$ cat config.mk
export PLATFORM = sky130hd
export DESIGN_NAME = life_generation_ctrl
export DESIGN_NICKNAME = d
export VERILOG_FILES = /design/src/rtl/life_generation_ctrl.sv
export SDC_FILE = /design/constraint.sdc
export NUM_CORES = 1
export LEC_CHECK = 0
export BUFFER_PORTS_ARGS = -buffer_cell sky130_fd_sc_hd__buf_2
export CORE_MARGIN = 2
export CORE_UTILIZATION = 35
export CTS_CLUSTER_SIZE = 10
export DETAILED_ROUTE_END_ITERATION = 16
export PLACE_DENSITY_LB_ADDON = 0.25
export REMOVE_ABC_BUFFERS = 1
export SETUP_SLACK_MARGIN = 0.02
export SYNTH_ARGS = -nofsm -noshare
export SYNTH_HDL_FRONTEND = slang
export SYNTH_SLANG_ARGS = --single-unit
export TNS_END_PERCENT = 10
$ cat constraint.sdc
create_clock -name clk -period 14.2 [get_ports clk]
set_clock_uncertainty 0.05 [all_clocks]
set_input_delay 2.13 -clock clk [delete_from_list [all_inputs] [get_ports clk]]
set_output_delay 2.13 -clock clk [all_outputs]
set_load 0.005 [all_outputs]
$ cat src/rtl/life_generation_ctrl.sv
// One Game of Life generation over a ROWS x COLS register grid, one cell per clock
// in raster order; the new generation is committed atomically and then done pulses.
module life_generation_ctrl #(
  parameter int ROWS = 8,
  parameter int COLS = 8,
  localparam int RW = (ROWS > 1) ? $clog2(ROWS) : 1,
  localparam int CW = (COLS > 1) ? $clog2(COLS) : 1,
  localparam int PW = $clog2(ROWS * COLS + 1)
) (
  input  logic            clk,
  input  logic            rst_n,
  input  logic            start,
  input  logic            wr_en,
  input  logic [RW-1:0]   wr_row,
  input  logic [COLS-1:0] wr_data,
  input  logic [RW-1:0]   rd_row,
  output logic [COLS-1:0] rd_data,
  output logic            busy,
  output logic            done,
  output logic [15:0]     gen_count,
  output logic [PW-1:0]   pop
);

  typedef enum logic [1:0] {IDLE, COMPUTE, COMMIT} state_t;

  state_t          state_q;
  logic [COLS-1:0] grid_q [ROWS];
  logic [COLS-1:0] nxt_q  [ROWS];
  logic [RW-1:0]   r_q;
  logic [CW-1:0]   c_q;
  logic [PW-1:0]   acc_q;
  logic [PW-1:0]   pop_q;
  logic [15:0]     gen_q;
  logic            done_q;

  logic [COLS-1:0] up, mid, dn;
  logic [1:0]      vs [COLS];
  logic [1:0]      s0, s1, s2;
  logic [3:0]      life;
  logic            next_bit;

  // Rows above/below the grid edge read as dead; no wrap-around.
  always_comb begin
    up  = (r_q != '0) ? grid_q[r_q - RW'(1)] : '0;
    mid = grid_q[r_q];
    dn  = (r_q != RW'(ROWS - 1)) ? grid_q[r_q + RW'(1)] : '0;
    for (int unsigned j = 0; j < COLS; j++) begin
      vs[j] = 2'(up[j]) + 2'(mid[j]) + 2'(dn[j]);
    end
    s0 = (c_q != '0) ? vs[c_q - CW'(1)] : '0;
    s1 = vs[c_q];
    s2 = (c_q != CW'(COLS - 1)) ? vs[c_q + CW'(1)] : '0;
    life = 4'(s0) + 4'(s1) + 4'(s2);
    next_bit = (life == 4'd3) || ((life == 4'd4) && mid[c_q]);
  end

  always_ff @(posedge clk or negedge rst_n) begin
    if (!rst_n) begin
      state_q <= IDLE;
      for (int unsigned i = 0; i < ROWS; i++) begin
        grid_q[i] <= '0;
        nxt_q[i]  <= '0;
      end
      r_q    <= '0;
      c_q    <= '0;
      acc_q  <= '0;
      pop_q  <= '0;
      gen_q  <= '0;
      done_q <= 1'b0;
    end else begin
      done_q <= 1'b0;
      case (state_q)
        IDLE: begin
          if (wr_en && (int'(wr_row) < ROWS)) grid_q[wr_row] <= wr_data;
          if (start) begin
            state_q <= COMPUTE;
            r_q     <= '0;
            c_q     <= '0;
            acc_q   <= '0;
          end
        end
        COMPUTE: begin
          nxt_q[r_q][c_q] <= next_bit;
          acc_q <= acc_q + PW'(next_bit);
          if (c_q == CW'(COLS - 1)) begin
            c_q <= '0;
            if (r_q == RW'(ROWS - 1)) state_q <= COMMIT;
            else r_q <= r_q + RW'(1);
          end else begin
            c_q <= c_q + CW'(1);
          end
        end
        COMMIT: begin
          grid_q  <= nxt_q;
          pop_q   <= acc_q;
          gen_q   <= gen_q + 16'd1;
          done_q  <= 1'b1;
          state_q <= IDLE;
        end
        default: state_q <= IDLE;
      endcase
    end
  end

  assign rd_data   = (int'(rd_row) < ROWS) ? grid_q[rd_row] : '0;
  assign busy      = (state_q != IDLE);
  assign done      = done_q;
  assign gen_count = gen_q;
  assign pop       = pop_q;

endmodule
* Yosys cells after proc, flatten, opt, wreduce, memory -nomap -nowiden
Index checks and enable logic that the tools add are counted.
** Storage, ports and cells
- Word-level logic and storage cells :: 145
- Register bits after elaboration :: 167
** Operators by class
- Reduce and logical (&&, ||, !) cells :: 15
- Add/subtract/negate cells :: 24
- Mux-type cells :: 50
- Equality and inequality tests :: 13
- Bitwise operators :: 8
- $lt $le $gt $ge :: 12
** Operator list (number)
- bitwise mux 64 bit :: 2
- case mux 64 bit (2 select lines) :: 1
- binary-select mux 8 bit (select 3 bit) :: 4
- 2-to-1 mux 8 bit :: 12
- 2-to-1 mux 64 bit :: 1
- demux 8 bit (select 3 bit) :: 2
- >= comparator 4 bit, second input constant :: 8
- NOT 3 -> 4 bit :: 8
- 2-to-1 mux 2 bit :: 11
- binary-select mux 2 bit (select 3 bit) :: 3
- adder 1 x 1 -> 2 bit :: 8
- adder 16 x 1 -> 16 bit, second input constant :: 1
- adder 2 x 1 -> 2 bit :: 8
- case mux 7 bit (2 select lines) :: 1
- 2-to-1 mux 3 bit :: 4
- case mux 3 bit (2 select lines) :: 2
- inequality test 2 bit, second input constant :: 5
- < comparator 4 x 1 -> 1 bit, second input constant :: 2
- adder 7 x 1 -> 7 bit :: 1
- 2-to-1 mux 7 bit :: 1
- adder 3 x 1 -> 3 bit, second input constant :: 2
- == test 3 bit, second input constant :: 2
- inequality test 3 bit, second input constant :: 2
- nonzero test 2 bit :: 3
- other kinds (20) :: 28

* Depth between registers and ports, before layout
Gate-level depths: netlist (run 1).
- Depth in word-level cells :: 19
- Gate-level depth with buffers :: 30

* Worst setup path before layout (run 1)
Ideal clock, no wire load.
- Kind :: flip-flop to flip-flop
- Start point :: reg r_q[0]
- End point :: reg acc_q[2]
- Data arrival time :: 5959 ps
- Clock period less this slack :: 6130 ps
- Path buffers :: 5
- Stages on the path, launching flop included :: 29
- Library setup time :: 121 ps
- Path slack :: 8070 ps
- Path through :: dfrtp_1 -> buf_6 -> buf_12 -> buf_6 -> inv_1 -> ha_1 -> xnor2_1 -> clkbuf_1 -> mux4_2 -> mux2i_1 -> nor2_1 -> fa_1 -> mux4_2 -> mux2_2 -> nand2_1 -> fa_1 -> inv_1 -> ha_1 -> inv_1 -> ha_1 -> nand2_1 -> nor4_1 -> nand4b_1 -> buf_4 -> o21bai_1 -> ha_1 -> ha_1 -> mux2_2 -> a22o_1
** Between the ends
- Word-level cells in the longest chain between the ends :: 19
- Elaborated cells on any way between the ends :: 55
- Those cells by class :: 21 x add/sub; 3 x eq/ne; 25 x mux; 3 x bitwise; 3 x reduce/logical
** Ends and longest elaborated chain
- start: declaration :: line 29 : logic [RW-1:0] r_q;
- start signal: assignment :: line 88 : else r_q <= r_q + RW'(1);
- subtractor 3 x 1 -> 3 bit :: line 44 : up = (r_q != '0) ? grid_q[r_q - RW'(1)] : '0;
- NOT 3 -> 4 bit (not written as such) :: line 44
- binary-select mux 8 bit (select 3 bit) :: line 44
- 2-to-1 mux 8 bit (not written as such) (2 in series) :: line 44
- 2-to-1 mux 8 bit :: line 44
- adder 1 x 1 -> 2 bit :: line 48 : vs[j] = 2'(up[j]) + 2'(mid[j]) + 2'(dn[j]);
- adder 2 x 1 -> 2 bit :: line 48
- binary-select mux 2 bit (select 3 bit) :: line 50 : s0 = (c_q != '0) ? vs[c_q - CW'(1)] : '0;
- [3 not listed]
- adder 2 x 2 -> 3 bit :: line 53 : life = 4'(s0) + 4'(s1) + 4'(s2);
- adder 3 x 2 -> 4 bit :: line 53
- == test 4 x 3 -> 1 bit :: line 54 : next_bit = (life == 4'd3) || ((life == 4'd4) && mid[c_q]);
- logical AND 1 bit :: line 54
- logical OR 1 bit * :: line 54
- net next_bit :: line 40 : logic next_bit;
- adder 7 x 1 -> 7 bit * :: line 84 : acc_q <= acc_q + PW'(next_bit);
- case mux 7 bit (2 select lines) * :: line 72 : case (state_q)
- end signal: assignment :: line 84
- end: declaration :: line 31 : logic [PW-1:0] acc_q;
The timed path passes the listed nets; every way through them passes the cells marked *. The select of a mux whose other input is x is not followed.
A chain may end at the register's enable or synchronous reset.

* Worst setup path after layout (run 1)
Same ends and word-level chain as after synthesis.

==> flow_summary.ini, run 1 <==
[outcome]
outcome = complete, no violations

[synthesis]
synthCells = 950
ys.flop_type = dfrtp_1
ys_ff_latch = 167
synth_commonest_cells = dfrtp_1, nand2_1, mux2i_1
ys_seq_area_frac = 0.415
ys_async_sr_fraction = 1.00
synth_area_mm2 = 0.0101
synth_edf_count = 0
yosysWarnings = 0
postSynthAreaPerCell_um2 = 10.6
synth_top_area_share = 0.415
synth_cell_types = 54
synth.area.top_cells = dfrtp_1, mux4_2, mux2i_1
yosysMostFrequentCell = dfrtp_1
synth_top_area_cell = dfrtp_1

[drt]
wl_per_cell_um = 21.6
drt_first_pass_iters = 5
drcViolationCount = 0
vias = 7691
ant_nets = 0
initialDrtViolationCount = 689
via_per_inst = 5.72
wl_um = 29100

[power]
p_leak_nw = 4.33
ir_worst_vdd_mv = 0.803
power_density_mw_per_mm2 = 268

[setup_path]
crit_slowest_cell = xnor2_2
cp-endpoint = acc_q[2]
path_buf_inv = 4
r2r-start = r_q[0]
cp.required_ps = 14470
critPathLaunchType = flip-flop
cp_cell_sequence = buf_4, inv_1, ha_1, xnor2_2, mux4_2, mux2i_1, nor2_1, fa_1, mux4_2, mux2_2, nand2_1, fa_1, inv_1, ha_1, inv_1, ha_1, nand2_1, nor4_1, nand4b_1, o21bai_1, ha_1, ha_1, mux2_2, a22o_1
arrival_ps = 7530
rrSetupSlack_ps = 6940
worst-setup-path-type = flip-flop to flip-flop
path_common_cell = ha_1
crit_family = adder cells
crit_cells = 24
cp_max_fo = 62
cp-end-kind = flip-flop
cpPeakStageDelay_ps = 860
worst_r2r_endpoint = acc_q[2]
rr_worst_depth = 24
crit_start = r_q[0]

[sta]
timing.hold.ws_ps = 422
hold_viol_final = 0
timing.final.crit_share = 0.511
rsz0062_at_grt = false
tightest_slew_ps = 1130
fmax_mhz = 138
finalSetupViolCount = 0
period_needed_ps = 7260
report.final.slew_viol_count = 0
relSlewSlack = 0.242
setup_tns_ps = 0

[die]
die_w_um = 174
die_y_um = 174
ios = 51
fp.coreArea_mm2 = 0.0285
initial_core_util = 0.353
die_area_mm2 = 0.0302
rows = 62

[grt]
grt_overflow_total = 0
grtUsageTotal = 0.200
grt_pass1_wl_um = 46100
grt_pass1_vias = 7489
antenna_found_initial = 0
grt_max_degree = 100

[clock_network]
htreeDepth = 4
clock_path_buffers = 2
cts_sinks = 167
clk_latency_ps = 440
cts_resized = 0
clk_pin_slew_worst_paths_ps = 80
postCtsHoldBufs = 0
cts_tree = done
root_buffer = clkbuf_16
post_cts_buffers = 0
cts_buffers = 17

[finish]
final_util = 0.390
fin_cells = 1344
fin_nets = 988
antenna_cells = 0
area_growth_pct = 10.6
layout-drive-gt1-share = 0.196

[min_path]
hold_start = gen_count[15]
hold_path.class = flip-flop to flip-flop

[placed_design]
gp_congestion = 0.957
dpl.cell_count = 1312
dp_hpwl_um = 18300
io_buffers = 50

[job]
maxCapViolCount = 0
placed cells by master (no fill, tap or decap), drive strengths merged, types with 10 or more instances in the layout:
cell type  Yosys  layout
nor3          10      10
nand3         11      11
inv            8      16
buf           53      63
and3          13      13
mux2          33      33
nand2         97      97
a31oi         65      65
clkbuf        32      17
mux2i         95      95
a22o          12      12
xnor2         11      11
nor2          49      49
dfrtp        167     167
o21ai         74      74
mux4          48      48
fa            10      10
a21oi         74      74
ha            13      13
how the worst min path moves through the flow:
stage	cells after the start	end
6_report	1	gen_count[15]
4_1_cts	1	gen_count[15]
5_1_grt	2	grid_q[32]
3_3_place_gp	1	gen_count[15]
2_1_floorplan	1	acc_q[6]
3_5_place_dp	1	gen_count[15]
state kept, by name, indices dropped and copies added, names as in the netlist:
| name | count |
|---|---|
| acc_q | 7 |
| r_q | 3 |
| nxt_q | 64 |
| done | 1 |
| gen_count | 16 |
| grid_q | 64 |
| c_q | 3 |
| pop | 7 |
| state_q | 2 |
through the flow:
stage	setup slack (ps)	instance area (um2)	total power [mW]
floorplan	4680	9640	1.80
global placement	7170	10500	2.52
detailed placement	6920	10500	2.51
CTS	6910	11100	2.99
global route	6460	11100	3.25
finish	6940	11100	2.99
report_power, final:
part	leakage, nW	total [mW]	switching, mW	internal, mW
Combinational	2.13	1.80	1.17	0.636
Clock	0.300	0.481	0.239	0.242
Sequential	1.90	0.706	0.107	0.599
Total	4.33	2.99	1.51	1.48
cell families (layout without fill, tap and decap cells):
group           after synthesis  after routing  synth area share
fa+ha+maj                    23             23            0.0360
buf+inv                      94            104            0.0467
flops                       167            167             0.415
compound gates              264            264             0.154
simple gates                209            209            0.0950
mux                         176            176             0.239
xor+xnor                     17             17            0.0148
routing by layer:
metal  track usage  wire, um  vias up
met3        0.0276      1500       27
li1              -         -     3521
met4        0.0602       675        0
met2         0.307     13300      233
met5             0         0        -
met1         0.294     13600     3910
cell type report:
| cell class | instances | area, um2 |
|---|---|---|
| fillers | 2859 | 17400 |
| multi-input cells | 689 | 5470 |
| flip-flops and latches | 167 | 4180 |
| well taps | 384 | 480 |
| clock buffers | 17 | 425 |
| repair buffers | 63 | 354 |
| clock inverters | 15 | 194 |
| inverters | 9 | 33.8 |
No activity file was read; power rests on OpenSTA's default activity.
==> run 2: changes to the inputs <==
clock period = 6.3 ns   (was 14.2 ns; I/O delays follow)
==> flow_summary.ini, run 2 (synthesis gave the netlist of run 1 again) <==
[setup_path]
cp_max_fo = 19
crit_family = adder cells
cp-end-kind = flip-flop
cp_cell_sequence = buf_4, ha_1, ha_4, buf_12, mux4_2, a21oi_1, nor2_1, fa_1, mux4_2, mux2_2, nand2_1, fa_1, inv_1, ha_1, inv_1, ha_1, nand2_1, nor4_2, nand4b_1, o21bai_1, ha_1, ha_1, mux2_2, a22o_1
cpPeakStageDelay_ps = 510
path_common_cell = ha_1
worst-setup-path-type = flip-flop to flip-flop
arrival_ps = 6240
critPathLaunchType = flip-flop
crit_slowest_cell = mux4_2
path_buf_inv = 4
cp.required_ps = 6580

[grt]
grt_pass1_wl_um = 46900
antenna_found_initial = 0
grtUsageTotal = 0.205
grt_max_degree = 69
grt_overflow_total = 0
grt_pass1_vias = 7471

[min_path]
hold_path.class = primary input to asynchronous set/reset pin

[finish]
num-fill-cells = 2845
stdcell_area_mm2 = 0.0112
fin_nets = 997
antenna_cells = 0
layout-drive-gt1-share = 0.205
area_growth_pct = 11.4
layout_common_cells = dfrtp_1, nand2_1, mux2i_1, a21oi_1, o21ai_0
fin_cells = 1352
final_common_cell = dfrtp_1
final_util = 0.393

[drt]
ant_nets = 0
initialDrtViolationCount = 702
vias = 7794
wl_per_cell_um = 22.2
drt_first_pass_iters = 5
drcViolationCount = 0
wl_um = 30100
via_per_inst = 5.76

[clock_network]
cts_tree = done
clk_latency_ps = 450
cts_sinks = 167
cts_buffers = 17
clk_pin_slew_worst_paths_ps = 70
root_buffer = clkbuf_16
clock_path_buffers = 2
postCtsHoldBufs = 0
htreeDepth = 4

[power]
power_density_mw_per_mm2 = 599
p_leak_nw = 4.37
ir_worst_vdd_mv = 1.41

[sta]
report.final.slew_viol_count = 0
fmax_mhz = 168
timing.final.crit_share = 0.947
relSlewSlack = 0.224
hold_viol_final = 0
period_needed_ps = 5960
setup_tns_ps = 0
finalSetupViolCount = 0
rsz0062_at_grt = false
tightest_slew_ps = 1160
timing.hold.ws_ps = 411

[placed_design]
dp_hpwl_um = 19100
dpl.cell_count = 1321
gp_congestion = 0.918
io_buffers = 50
placed_area_mm2 = 0.0106

[outcome]
outcome = complete, no violations

[die]
die_area_mm2 = 0.0302
die_w_um = 174
die_y_um = 174
fp.coreArea_mm2 = 0.0285
ios = 51
initial_core_util = 0.353
rows = 62

[job]
maxCapViolCount = 0
[run 2: worst reg2reg max path: stages (launching register included)]
cell and delay, ps:
dfrtp_1 390, buf_4 230, ha_1 240, ha_4 290
buf_12 160, mux4_2 510, a21oi_1 170, nor2_1 80
fa_1 450, mux4_2 480, mux2_2 280, nand2_1 80
fa_1 410, inv_1 70, ha_1 140, inv_1 40
ha_1 260, nand2_1 60, nor4_2 240, nand4b_1 160
o21bai_1 200, ha_1 200, ha_1 170, mux2_2 330
a22o_1 170
[run 2: final cells by class]
cell class / instances / area [um2] / share of cell area
sequential: 167 / 4180 / 0.372
clock inverter: 14 / 151 / 0.0135
tap: 384 / 480 / 0.0428
clock buffer: 17 / 425 / 0.0379
inverter: 9 / 33.8 / 0.00301
multi-input combinational: 689 / 5500 / 0.490
timing repair buffer: 72 / 454 / 0.0405
[run 2: what timing repair did]
item                                    in CTS  in global routing
gates resized for setup                      0                  8
endpoints found under the setup margin       0                  6
buffers inserted                             0                  0
[run 2: report_power, final]
| group | total (mW) | switching, mW | internal [mW] | leakage [nW] |
|---|---|---|---|---|
| logic | 4.11 | 2.59 | 1.51 | 2.19 |
| clock network | 1.05 | 0.518 | 0.530 | 0.282 |
| registers | 1.57 | 0.216 | 1.35 | 1.90 |
[run 2: layer usage]
layer,up-vias,GRT usage,wire length [um]
met5,-,0,0
met4,0,0.0746,901
met3,42,0.0353,1710
met2,247,0.313,13500
met1,3967,0.293,14000
li1,3538,-,-
[run 2: worst paths after layout]
path                       slack (ps)  cells past startpoint     startpoint             to
hold / removal                    410                      1          rst_n      nxt_q[56]
setup / recovery                  340                     24         r_q[1]       acc_q[2]
min in group clk                  420                      1  gen_count[15]  gen_count[15]
max in group asynchronous        4570                      2          rst_n     grid_q[38]
hold reg to reg                   420                      1  gen_count[15]  gen_count[15]
setup reg to reg                  340                     24         r_q[1]       acc_q[2]
[run 2: metrics by stage]
step | worst slack [ps] | power, mW
global route | 33.1 | 7.17
finish | 337 | 6.72
global placement | 377 | 5.55
detailed placement | 148 | 5.60
CTS | 113 | 6.67
floorplan | -3220 | 3.77
==> run 3: changes to the inputs <==
--- a/config.mk
+++ b/config.mk
@@ -8,5 +8,5 @@
 export BUFFER_PORTS_ARGS = -buffer_cell sky130_fd_sc_hd__buf_2
 export CORE_MARGIN = 2
-export CORE_UTILIZATION = 35
+export CORE_UTILIZATION = 56
 export CTS_CLUSTER_SIZE = 10
 export DETAILED_ROUTE_END_ITERATION = 16
==> constraint.sdc (replaced) <==
create_clock -name clk -period 6.3 [get_ports clk]
set_clock_uncertainty 0.05 [all_clocks]
set_input_delay 0.63 -clock clk [delete_from_list [all_inputs] [get_ports clk]]
set_output_delay 0.63 -clock clk [all_outputs]
set_load 0.005 [all_outputs]
==> flow_summary.ini, run 3 (synthesis gave the netlist of run 1 again) <==
[power]
p_leak_nw = 4.38
ir_worst_vdd_mv = 1.30
power_mw = 6.67
power_density_mw_per_mm2 = 606

[grt]
grt_max_degree = 79
antenna_found_initial = 0
grt_overflow_total = 0
grtUsageTotal = 0.297
grt_pass1_wl_um = 44200
grt_pass1_vias = 7636

[clock_network]
root_buffer = clkbuf_16
cts_resized = 0
cts_buffers = 17
clock_path_buffers = 2
htreeDepth = 4
cts_tree = done
clk_pin_slew_worst_paths_ps = 80
post_cts_buffers = 0
postCtsHoldBufs = 0
clk_latency_ps = 440
cts_sinks = 167

[setup_path]
cp_max_fo = 15
cp_cell_sequence = ha_1, ha_1, buf_4, mux4_2, a21oi_1, nor2_1, fa_1, mux4_2, mux2_2, nand2_1, fa_1, inv_1, ha_1, inv_1, ha_1, nand2_1, nor4_1, nand4b_1, o21bai_1, ha_1, ha_1, mux2_2, a22o_1
cp.required_ps = 6590
crit_slowest_cell = mux4_2
worst-setup-path-type = flip-flop to flip-flop
cp-end-kind = flip-flop
cpPeakStageDelay_ps = 520
path_common_cell = ha_1
critPathLaunchType = flip-flop
arrival_ps = 6100

[drt]
drcViolationCount = 0
wl_um = 27600
drt_first_pass_iters = 5
vias = 7974
wl_per_cell_um = 23.1
via_per_inst = 6.66
initialDrtViolationCount = 936
ant_nets = 0

[placed_design]
dp_hpwl_um = 17800
io_buffers = 50
gp_congestion = 0.976

[finish]
antenna_cells = 0
layout_common_cells = dfrtp_1, nand2_1, mux2i_1, a21oi_1, o21ai_0
layout-drive-gt1-share = 0.202
fin_nets = 997
area_growth_pct = 9.39
final_common_cell = dfrtp_1
final_util = 0.620

[outcome]
outcome = complete, no violations

[sta]
finalSetupViolCount = 0
timing.hold.ws_ps = 115
fmax_mhz = 172
hold_viol_final = 0
period_needed_ps = 5820
timing.final.crit_share = 0.924
relSlewSlack = 0.228
tightest_slew_ps = 1150
rsz0062_at_grt = false
report.final.slew_viol_count = 0

[die]
die_y_um = 138
ios = 51
die_w_um = 138
initial_core_util = 0.567
die_area_mm2 = 0.0191
fp.coreArea_mm2 = 0.0178
rows = 49

[min_path]
hold_path.class = primary input to asynchronous set/reset pin

[job]
maxCapViolCount = 0
-- run 3: cell count changes in the layout (fill, tap and decap cells not counted), sizes merged --
cell,change
bufinv,+2
clkbuf,+1
clkinv,-1
inv,-1
-- run 3: layout make-up --
type                       instances  area [um2]
fill                            1439        6760
clock buffer                      18         439
inverter                           9        33.8
sequential                       167        4180
clock inverter                    14         181
tap                              229         287
timing repair buffer              72         434
multi-input combinational        689        5460
-- run 3: path summary, 6_finish.rpt --
check                               from             to  slack, ps  cells past startpoint
setup / recovery                  r_q[0]       acc_q[2]        480                     23
hold / removal                     rst_n      nxt_q[40]        120                      1
setup reg to reg                  r_q[0]       acc_q[2]        480                     23
hold reg to reg            gen_count[15]  gen_count[15]        420                      1
max in group asynchronous          rst_n         r_q[0]       4910                      2
min in group clk           gen_count[15]  gen_count[15]        420                      1
-- run 3: layer usage --
| layer | GRT usage | part of all wire |
|---|---|---|
| met2 | 0.439 | 0.44 |
| met3 | 0.0485 | 0.080 |
| met1 | 0.440 | 0.44 |
| met5 | 0 | 0 |
| met4 | 0.122 | 0.035 |
-- run 3: critical path: cells and delay by family, from the launching register on --
kind / cells / cell delay [ps]
AOI/OAI and AO/OA: 3 / 550
adders and majority gates: 8 / 2120
buffers and inverters: 3 / 320
DFF: 1 / 420
muxes: 4 / 1630
and+or+nand+nor: 5 / 630
-- run 3: metrics by stage --
step	area, um2	cells	TNS [ps]	setup WS (ps)
2_1_floorplan	9640	865	-169390	-3220
3_3_place_gp	10400	1166	0	647
3_5_place_dp	10400	1166	0	505
4_1_cts	11000	1198	0	503
5_1_grt	11000	1198	0	29.0
6_report	11000	1198	0	481
-- run 3: report_power, final --
part           leakage (nW)  switching (mW)  internal (mW)
logic                  2.17            2.53           1.47
registers              1.90           0.216           1.35
clock network         0.303           0.492          0.615
total                  4.38            3.24           3.43
